`config.mk`:
```
export PLATFORM = sky130hd
export DESIGN_NAME = gpio_debounce
export DESIGN_NICKNAME = d
export VERILOG_FILES = /design/src/rtl/gpio_debounce.sv
export SDC_FILE = /design/constraint.sdc
export NUM_CORES = 1
export LEC_CHECK = 0
export BUFFER_PORTS_ARGS = -buffer_cell sky130_fd_sc_hd__buf_4
export CAP_MARGIN = 20
export CORE_MARGIN = 2
export CORE_UTILIZATION = 60
export CTS_CLUSTER_SIZE = 25
export DETAILED_ROUTE_END_ITERATION = 10
export PLACE_DENSITY = 0.78
export SLEW_MARGIN = 20
export SYNTH_ARGS = -nofsm -noshare
export SYNTH_HDL_FRONTEND = slang
export SYNTH_SLANG_ARGS = --single-unit
```
`constraint.sdc`:
```
create_clock -name clk_16M -period 3.5 [get_ports clk_16M]
set_input_delay 0.35 -clock clk_16M [delete_from_list [all_inputs] [get_ports clk_16M]]
set_output_delay 0.35 -clock clk_16M [all_outputs]
set_load 0.01 [all_outputs]
```
`src/rtl/gpio_debounce.sv`:
```
// Per-bit debouncer for board buttons and switches: a 2-flop synchroniser into clk_16M, then a
// qualification counter that publishes a new level only after it has held for STABLE_CYCLES cycles.
module gpio_debounce #(
    parameter int               WIDTH         = 11,
    parameter int               STABLE_CYCLES = 160000,
    parameter logic [WIDTH-1:0] RESET_VAL     = {WIDTH{1'b0}},
    parameter int               CNT_W         = $clog2(STABLE_CYCLES)
) (
    input  logic             clk_16M,
    input  logic             reset_periph,
    input  logic [WIDTH-1:0] pad_i,
    output logic [WIDTH-1:0] deb_o,
    output logic [WIDTH-1:0] rise_o,
    output logic [WIDTH-1:0] fall_o,
    output logic             event_o
);

    localparam logic [CNT_W-1:0] CNT_MAX = CNT_W'(STABLE_CYCLES - 1);

    logic [WIDTH-1:0] s1;
    logic [WIDTH-1:0] s2;
    logic [CNT_W-1:0] cnt   [WIDTH];
    logic [CNT_W-1:0] cnt_n [WIDTH];
    logic [WIDTH-1:0] deb_n;
    logic [WIDTH-1:0] rise_n;
    logic [WIDTH-1:0] fall_n;

    // Any return to the published level clears the count, so qualification needs an unbroken run.
    always_comb begin
        deb_n  = deb_o;
        rise_n = '0;
        fall_n = '0;
        for (int b = 0; b < WIDTH; b++) begin
            cnt_n[b] = '0;
            if (s2[b] != deb_o[b]) begin
                if (cnt[b] == CNT_MAX) begin
                    deb_n[b]  = s2[b];
                    rise_n[b] = s2[b];
                    fall_n[b] = ~s2[b];
                end else begin
                    cnt_n[b] = cnt[b] + CNT_W'(1);
                end
            end
        end
    end

    always_ff @(posedge clk_16M) begin
        if (reset_periph) begin
            s1      <= RESET_VAL;
            s2      <= RESET_VAL;
            deb_o   <= RESET_VAL;
            rise_o  <= '0;
            fall_o  <= '0;
            event_o <= 1'b0;
            for (int b = 0; b < WIDTH; b++) begin
                cnt[b] <= '0;
            end
        end else begin
            s1      <= pad_i;
            s2      <= s1;
            deb_o   <= deb_n;
            rise_o  <= rise_n;
            fall_o  <= fall_n;
            event_o <= |(rise_n | fall_n);
            for (int b = 0; b < WIDTH; b++) begin
                cnt[b] <= cnt_n[b];
            end
        end
    end

endmodule

```
# After elaboration in Yosys (flattened, before gate mapping)
# Memories as Yosys holds them, arrays and structs flattened.
# Cells that the tools add are included.
# totals
in_bits	13
out_inout_bits	34
latch_bits	0
mem_bits_ro	0
word_cells	165
ramBits	198
reg_bits	56
mem_count	1
# mem_list
name	words	word_bits	read_ports	rd_ports_with_merged_regs	write_ports	line_no	rtl
cnt	11	18	11	0	11	22	logic [CNT_W-1:0] cnt [WIDTH];
# op_classes
mul	0
n_lt_le_gt_ge	0
n_mux	80
n_reduce_logical	12
n_shift	0
bitwise_logic	23
addsub	11
n_eq_ne	22
div_mod_pow	0
# op_table
op	count
$mux W18	33
$add A18 B1 Y18 const B	11
$eq A18 B18 Y1 const B	11
$mux W1	47
$reduce_and A2 Y1	11
$ne A1 B1 Y1	11
$not A1 Y1	11
$or A1 B1 Y1	11
$or A11 B11 Y11	1
$reduce_or A11 Y1	1

# Logic depth before layout (Yosys ltp)
# Gate-level depths: netlist of the first run.
# logic_depth
depth_word	5
mapped_depth	9
mapped_depth_nobuf	6

# Worst setup path before layout of the first run
# No wires, ideal clock.
# synth_path
path_kind	flip-flop to flip-flop
startpoint	memory cnt[9][0] (netlist name)
endpoint	memory cnt[9][11] (netlist name)
stages_incl_launch_ff	9
period_less_slack_ps	1779
setup_ps	115
n_path_buf	2
arrival_time_ps	1665
path_slack_ps	1721
cell_sequence	dfxtp_1 > ha_1 > and4_1 > nand4_1 > or2_2 > buf_2 > nand2_1 > buf_4 > nor2_1
# synth_lines
item	line_no
from (decl)	22

==> summary.txt, run 1 <==
STA
  – # setup viols final: 0
  – Fin crit period: 2.045 ns
  – Worst Skew: 0.009812 ns
  – Hold Fails Final Rpt: 0
  – Max Slew Vio Count: 0
  – Setup_tns: 0 ns
  – Actual slew at the worst max-slew pin: 0.7351 ns
  – RSZ-0062 raised after global routing: no
  – Crit share post-route: 58.41%
  – Achievable frequency: 489.1 MHz
  – Slew headroom: 50.54%

Power
  – Peak supply drop: 0.0004415 V
  – Power density of the placed cells: 486.1 nW/um^2
  – Leakage: 3.935 nW

CTS
  – Max Buffers Root-to-Sink: 3
  – Clock latency on the worst-skew pair: 0.52 ns
  – Setup Fix Bufs, Post-CTS: 0
  – Clock sinks: 254
  – CTS clock-pin slew for the worst setup and hold paths: 0.06 ns
  – # hold bufs at CTS: 0
  – H-tree lvl count: 1
  – Clk root buf: clkbuf_16
  – Post-CTS Resized: 0
  – Num CTS Buffers: 26
  – CTS tree: done

Synthesis
  – Seq/Total Area, Yosys: 49.43%
  – Synth unique cells: 45
  – Mapped cell area: 10,290 sq um
  – Area share of fa/ha/maj cells after synthesis: 1.338%
  – Mux share of post-synthesis cell area: 0.7784%
  – Post-Synth XOR/XNOR Area: 15.92%
  – FF+latch count, synth: 254
  – Post-synth EDFFs: 0
  – Synthesized area per cell: 9.161 sq um
  – Post-Synth Simple-Gate Area: 29.32%
  – Nets in the synthesized netlist: 1,147
  – Warnings, synthesis: 0
  – Complex-gate fraction of the synthesized area: 0.7176%
  – Largest family of logic cells by synthesized area: simple AND/OR/NAND/NOR gates
  – Asr flop ratio synth: 0%
  – Post-Syn Instances: 1,123
  – Top_reg_cell synth: dfxtp_1

Setup path
  – Worst Path Required: 3.88 ns
  – Max FO, Critical Path: 18
  – R2R Path Start: cnt[7][0]
  – Endpoint class of the critical path: register
  – R2r setup slk: 1.46 ns
  – Crit Path Class: reg -> reg
  – Arrival time worst endpoint: 2.43 ns
  – CP startpoint kind: register
  – Critical R2R Capture: cnt[7][7]
  – Worst Reg-to-Reg Cells: 6

Status
  – Status: complete, no violations

Global routing
  – Vias in the first global route: 6,891
  – GRT Residual Overflow: 0
  – Largest net degree at the start of global routing: 67
  – GRT Util Overall: 19.86%
  – Initial antenna violation count: 0
  – Global-route wire length before repair: 30.68 mm

Final layout
  – Reg area: 5085 sq um
  – N_diodes: 0
  – Layout cells sized above 1: 8.938%
  – Commonest cells after routing, fill and taps aside: dfxtp_1 (254), nor2_1 (248), xor2_1 (99)
  – Synthesis-to-layout area growth: 12.49%
  – Multi-input combinational cell area: 4946 sq um
  – Commonest non-fill, non-tap cell in the layout: dfxtp_1
  – Nets@finish: 1,193
  – Design Area, Final: 11,570 sq um
  – # fillers: 1,333

Placement
  – Area after DPL: 10,740 sq um
  – Post-detail-place hpwl: 11.93 mm
  – PortBufs: 46
  – GPL Wtd Cong: 0.8140

Floorplanning
  – Chip Height: 134.9 um
  – CORE AREA: 16,700 sq um
  – Site Rows: 47
  – Die Wd: 134.9 um
  – Die area: 18,210 sq um
  – Starting Density: 61.60%
  – Ports: 47

Routing
  – Post-detailed-routing wire length: 17.92 mm
  – WL/cell: 12.74 um
  – Via density: 5.279
  – Total iterations of the first detailed-routing run: 4
  – Antenna-violating nets left: 0
  – DRT met1 WL: 8.535 mm
  – DRC: 0
  – Wire length on met2: 8.236 mm
  – DRT iter0 DRCs: 302
  – Met3 wire len: 706 um
  – DR top layer: met4
  – Via count of the routed design: 7,422

Worst hold path
  – Hold Path Sink: s1[7]
  – Hold depth: 2
  – Hold path startpoint: pad_i[7]
  – Worst Hold Class: in -> reg

Run
  – Max-Cap Viols: 0
[cell usage after synthesis (all sizes together) (2+ instances only)]
library cell | n | area [sq um]
and3 | 34 | 212.7
and2 | 2 | 12.51
buf | 21 | 143.9
clkbuf | 7 | 26.28
and4 | 11 | 96.34
or4 | 4 | 30.03
nor4b | 25 | 231.5
nand3 | 64 | 320.3
nor4bb | 4 | 40.04
mux2i | 8 | 80.08
xor2 | 99 | 867.1
ha | 11 | 137.6
nor3 | 33 | 170.2
or4b | 2 | 20.02
dfxtp | 254 | 5085
nor3b | 2 | 15.01
nand4 | 43 | 281.5
or3 | 8 | 50.05
nor4 | 12 | 75.07
nand2 | 72 | 277.8
or2 | 7 | 43.79
nor2 | 249 | 937.2
nand3b | 2 | 22.52
xnor2 | 88 | 770.7
o21ai | 4 | 23.77
nand2b | 2 | 12.51
a21oi | 3 | 15.01
nor2b | 23 | 143.9
inv | 23 | 86.33
[power by group]
part           leakage [nW]  switching [mW]  total, mW  internal, mW
Clock                 0.411            1.06       2.64          1.58
Combinational          1.47          0.0395     0.0628        0.0233
Sequential             2.05          0.0123       2.92          2.91
Total                  3.94            1.12       5.63          4.51
[cell families (layout without fill, tap and decap cells)]
family,count (synthesis),in the layout
simple gates,601,601
flops,254,254
xor+xnor,187,187
buf+inv,51,114
fa+ha+maj,11,11
compound gates,11,11
mux,8,8
[how the worst max path moves through the flow]
| stage | startpoint | end | cells past startpoint |
|---|---|---|---|
| after floorplan | cnt[9][0] | cnt[9][11] | 8 |
| after global placement | cnt[7][0] | cnt[7][10] | 6 |
| after detailed placement | cnt[7][0] | cnt[7][7] | 6 |
| after CTS | cnt[1][3] | cnt[1][17] | 5 |
| after global routing | cnt[7][0] | cnt[7][7] | 6 |
| final | cnt[7][0] | cnt[7][7] | 6 |
[area by class of cell]
| class | count | share of cell area (%) |
|---|---|---|
| sequential | 254 | 43.94 |
| multi-input combinational | 818 | 42.74 |
| clock buffer | 36 | 6.563 |
| timing repair buffer | 46 | 2.984 |
| tap | 220 | 2.379 |
| inverter | 23 | 0.7460 |
| clock inverter | 9 | 0.6487 |
[flip-flops by register name, summed over array words and instances, names as in the netlist]
name,flops
cnt,198
deb_o,11
fall_o,11
rise_o,11
s1,11
s2,11
event_o,1
[routing by layer]
metal / vias up / GRT usage [%]
met4: 0 / 5.729
met1: 3422 / 26.99
li1: 3858 / -
met3: 35 / 3.153
met2: 107 / 32.91
met5: - / 0
[through the flow]
step           cells  power (mW)  setup WS [ns]  util, %  hold slack, ns
3_3_place_gp    1361       3.045          1.507    64.29          0.4185
2_1_floorplan   1123       3.027          1.721        -          0.4138
5_1_grt         1406       5.808          1.205    69.29         0.03420
6_report        1406       5.626          1.455    69.29         0.04187
3_5_place_dp    1361       3.046          1.458    64.29          0.4313
4_1_cts         1406       5.683          1.447    69.29         0.02160
[worst max-delay path, cell delays in order (launching register included)]
cell and delay, ns:
dfxtp_1 0.37, ha_1 0.22, nand4_1 0.19, or2_2 0.38, nor2_1 0.14, or3_1 0.51, nor2_1 0.11
Power figures use the tool's default switching activity.
==> run 2, diff against run 1 <==
==> constraint.sdc (replaced) <==
create_clock -name clk_16M -period 2.1 [get_ports clk_16M]
set_input_delay 0.21 -clock clk_16M [delete_from_list [all_inputs] [get_ports clk_16M]]
set_output_delay 0.21 -clock clk_16M [all_outputs]
set_load 0.01 [all_outputs]
==> summary.txt, run 2 (same netlist as run 1, synthesis figures left out) <==
Worst hold path
  – Hold path startpoint: reset_periph
  – Hold depth: 2 (unchanged)
  – Hold Path Sink: deb_o[6]
  – Worst Hold Class: in -> reg

CTS
  – Clock sinks: 254 (unchanged)
  – Setup Fix Bufs, Post-CTS: 0 (unchanged)
  – Clock latency on the worst-skew pair: 0.51 ns (about the same)
  – Num CTS Buffers: 25 (-3.8%)
  – CTS tree: done
  – H-tree lvl count: 1 (unchanged)
  – CTS clock-pin slew for the worst setup and hold paths: 0.06 ns (about the same)
  – Max Buffers Root-to-Sink: 3 (unchanged)
  – Clk root buf: clkbuf_16

Floorplanning
  – Ports: 47 (unchanged)
  – CORE AREA: 16,700 sq um (unchanged)
  – Site Rows: 47 (unchanged)
  – Die Wd: 134.9 um (unchanged)
  – Die area: 18,210 sq um (unchanged)
  – Chip Height: 134.9 um (unchanged)
  – Starting Density: 61.60% (unchanged)

STA
  – # setup viols final: 0 (unchanged)
  – PnR worst setup slack: 0.1500 ns (-1.305 ns)
  – Setup_tns: 0 ns (unchanged)
  – Slew headroom: 58.55% (+8.0 points)
  – Max Slew Vio Count: 0 (unchanged)
  – Fin crit period: 1.950 ns (-0.09452 ns)
  – Hold Fails Final Rpt: 0 (unchanged)
  – Actual slew at the worst max-slew pin: 0.6161 ns (-0.1190 ns)
  – Hold slack: 0.1597 ns (+0.1178 ns)
  – Achievable frequency: 512.8 MHz (+4.8%)
  – Worst Skew: 0.01314 ns (+0.003326 ns)
  – RSZ-0062 raised after global routing: no
  – Crit share post-route: 92.86% (+34 points)

Routing
  – DRC: 0 (unchanged)
  – Wire length on met2: 8.904 mm (+8.1%)
  – Post-detailed-routing wire length: 18.74 mm (+4.6%)
  – Via count of the routed design: 7,551 (+1.7%)
  – DRT met1 WL: 8.868 mm (+3.9%)
  – DR top layer: met4
  – Via density: 5.269 (-0.18%)
  – DRT iter0 DRCs: 360 (+19%)
  – Total iterations of the first detailed-routing run: 4 (unchanged)
  – Antenna-violating nets left: 0 (unchanged)
  – WL/cell: 13.07 um (+2.6%)
  – Met3 wire len: 588 um (-17%)

Setup path
  – Max FO, Critical Path: 18 (unchanged)
  – CP startpoint kind: register
  – Crit-path slowest cell: dfxtp_1
  – Endpoint class of the critical path: register
  – Worst path cell trace: ha_1 > nand3_1 > or2_2 > nand4b_2 > nand3b_2 > nor2_1
  – Worst Path Required: 2.49 ns (-1.39 ns)
  – Crit path buf inv count: 0 (unchanged)
  – CP max stage delay: 0.38 ns (-0.13 ns)
  – Arrival time worst endpoint: 2.34 ns (-0.09 ns)
  – R2r setup slk: 0.15 ns (-1.31 ns)
  – CP delay by family, top: simple AND/OR/NAND/NOR gates
  – Crit Path Class: reg -> reg
  – Worst Reg-to-Reg Cells: 6 (unchanged)
  – R2R Path Start: cnt[0][1]
  – Critical R2R Capture: cnt[0][1]

Power
  – Leakage: 4.065 nW (+3.3%)
  – Peak supply drop: 0.0006537 V (+48%)
  – Power density of the placed cells: 808.1 nW/um^2 (+66%)

Final layout
  – Design Area, Final: 11,830 sq um (+2.2%)
  – Core Util, Final: 70.81% (+1.5 points)
  – Commonest non-fill, non-tap cell in the layout: dfxtp_1
  – Synthesis-to-layout area growth: 14.96%
  – N_diodes: 0 (unchanged)
  – Number of flip-flops in the largest register: 198 (unchanged)
  – Largest register by flop count: cnt
  – Commonest cells after routing, fill and taps aside: dfxtp_1 (254), nor2_1 (248), xor2_1 (99)
  – Nets@finish: 1,218 (+2.1%)
  – Layout cells sized above 1: 10.06% (+1.1 points)

Global routing
  – Global-route wire length before repair: 31.36 mm (+2.2%)
  – Initial antenna violation count: 0 (unchanged)
  – Vias in the first global route: 7,002 (+1.6%)
  – GRT Residual Overflow: 0 (unchanged)
  – GRT Util Overall: 20.46% (+0.60 points)
  – Largest net degree at the start of global routing: 50 (-25%)

Placement
  – Area after DPL: 10,860 sq um (+1.2%)
  – Pre-CTS setup slack: 0.2033 ns (-1.254 ns)
  – PortBufs: 46 (unchanged)
  – Post-detail-place hpwl: 12.31 mm (+3.2%)
  – GPL Wtd Cong: 0.8102 (-0.47%)

Status
  – Status: complete, no violations

Run
  – Max-Cap Viols: 0 (unchanged)
-- run 2: cell types whose count changed in the layout (fill, tap and decap cells not counted) --
cell / delta
inv_6: +1
clkbuf_16: -2
buf_12: +1
dlygate4sd3_1: +11
buf_4: +14
bufinv_16: +2
-- run 2: how the worst max path moves through the flow --
| stage | start | slack (ns) | cells past startpoint | end |
|---|---|---|---|---|
| after global placement | cnt[10][10] | 0.27 | 5 | cnt[10][14] |
| after detailed placement | cnt[0][0] | 0.20 | 6 | cnt[0][17] |
| after CTS | cnt[0][1] | 0.17 | 6 | cnt[0][16] |
| final | cnt[0][1] | 0.15 | 6 | cnt[0][1] |
| after global routing | cnt[3][0] | 0.01 | 7 | cnt[3][9] |
| after floorplan | cnt[9][0] | 0.32 | 8 | cnt[9][11] |
-- run 2: what timing repair did --
| action | 4_1_cts | 5_1_grt |
|---|---|---|
| hold buffers | 11 | 0 |
| setup endpoints to repair | 0 | 0 |
| gates resized for setup | 0 | 0 |
| endpoints found under the hold margin | 11 | 0 |
-- run 2: power by group --
| part | internal [mW] | switching (mW) | leakage, nW | total (mW) |
|---|---|---|---|---|
| clock | 2.74 | 1.82 | 0.419 | 4.56 |
| sequential | 4.84 | 0.0210 | 2.05 | 4.86 |
| combinational | 0.0616 | 0.0728 | 1.60 | 0.134 |
-- run 2: area by class of cell --
cell class | instances | area (sq um)
sequential | 254 | 5085
multi-input combinational | 818 | 4946
fill | 1275 | 4875
clock buffer | 34 | 709.4
timing repair buffer | 72 | 580.6
tap | 220 | 275.3
clock inverter | 12 | 143.9
inverter | 23 | 86.33
-- run 2: through the flow --
stage / power (mW) / instances
2_1_floorplan: 5.044 / 1123
3_3_place_gp: 5.086 / 1376
3_5_place_dp: 5.090 / 1376
4_1_cts: 9.662 / 1433
5_1_grt: 9.873 / 1433
6_report: 9.557 / 1433
-- run 2: layer usage --
layer | GRT usage [%] | vias to the layer above
li1 | - | 3910
met1 | 26.94 | 3515
met2 | 35.25 | 101
met3 | 3.153 | 25
met4 | 5.382 | 0
met5 | 0 | -
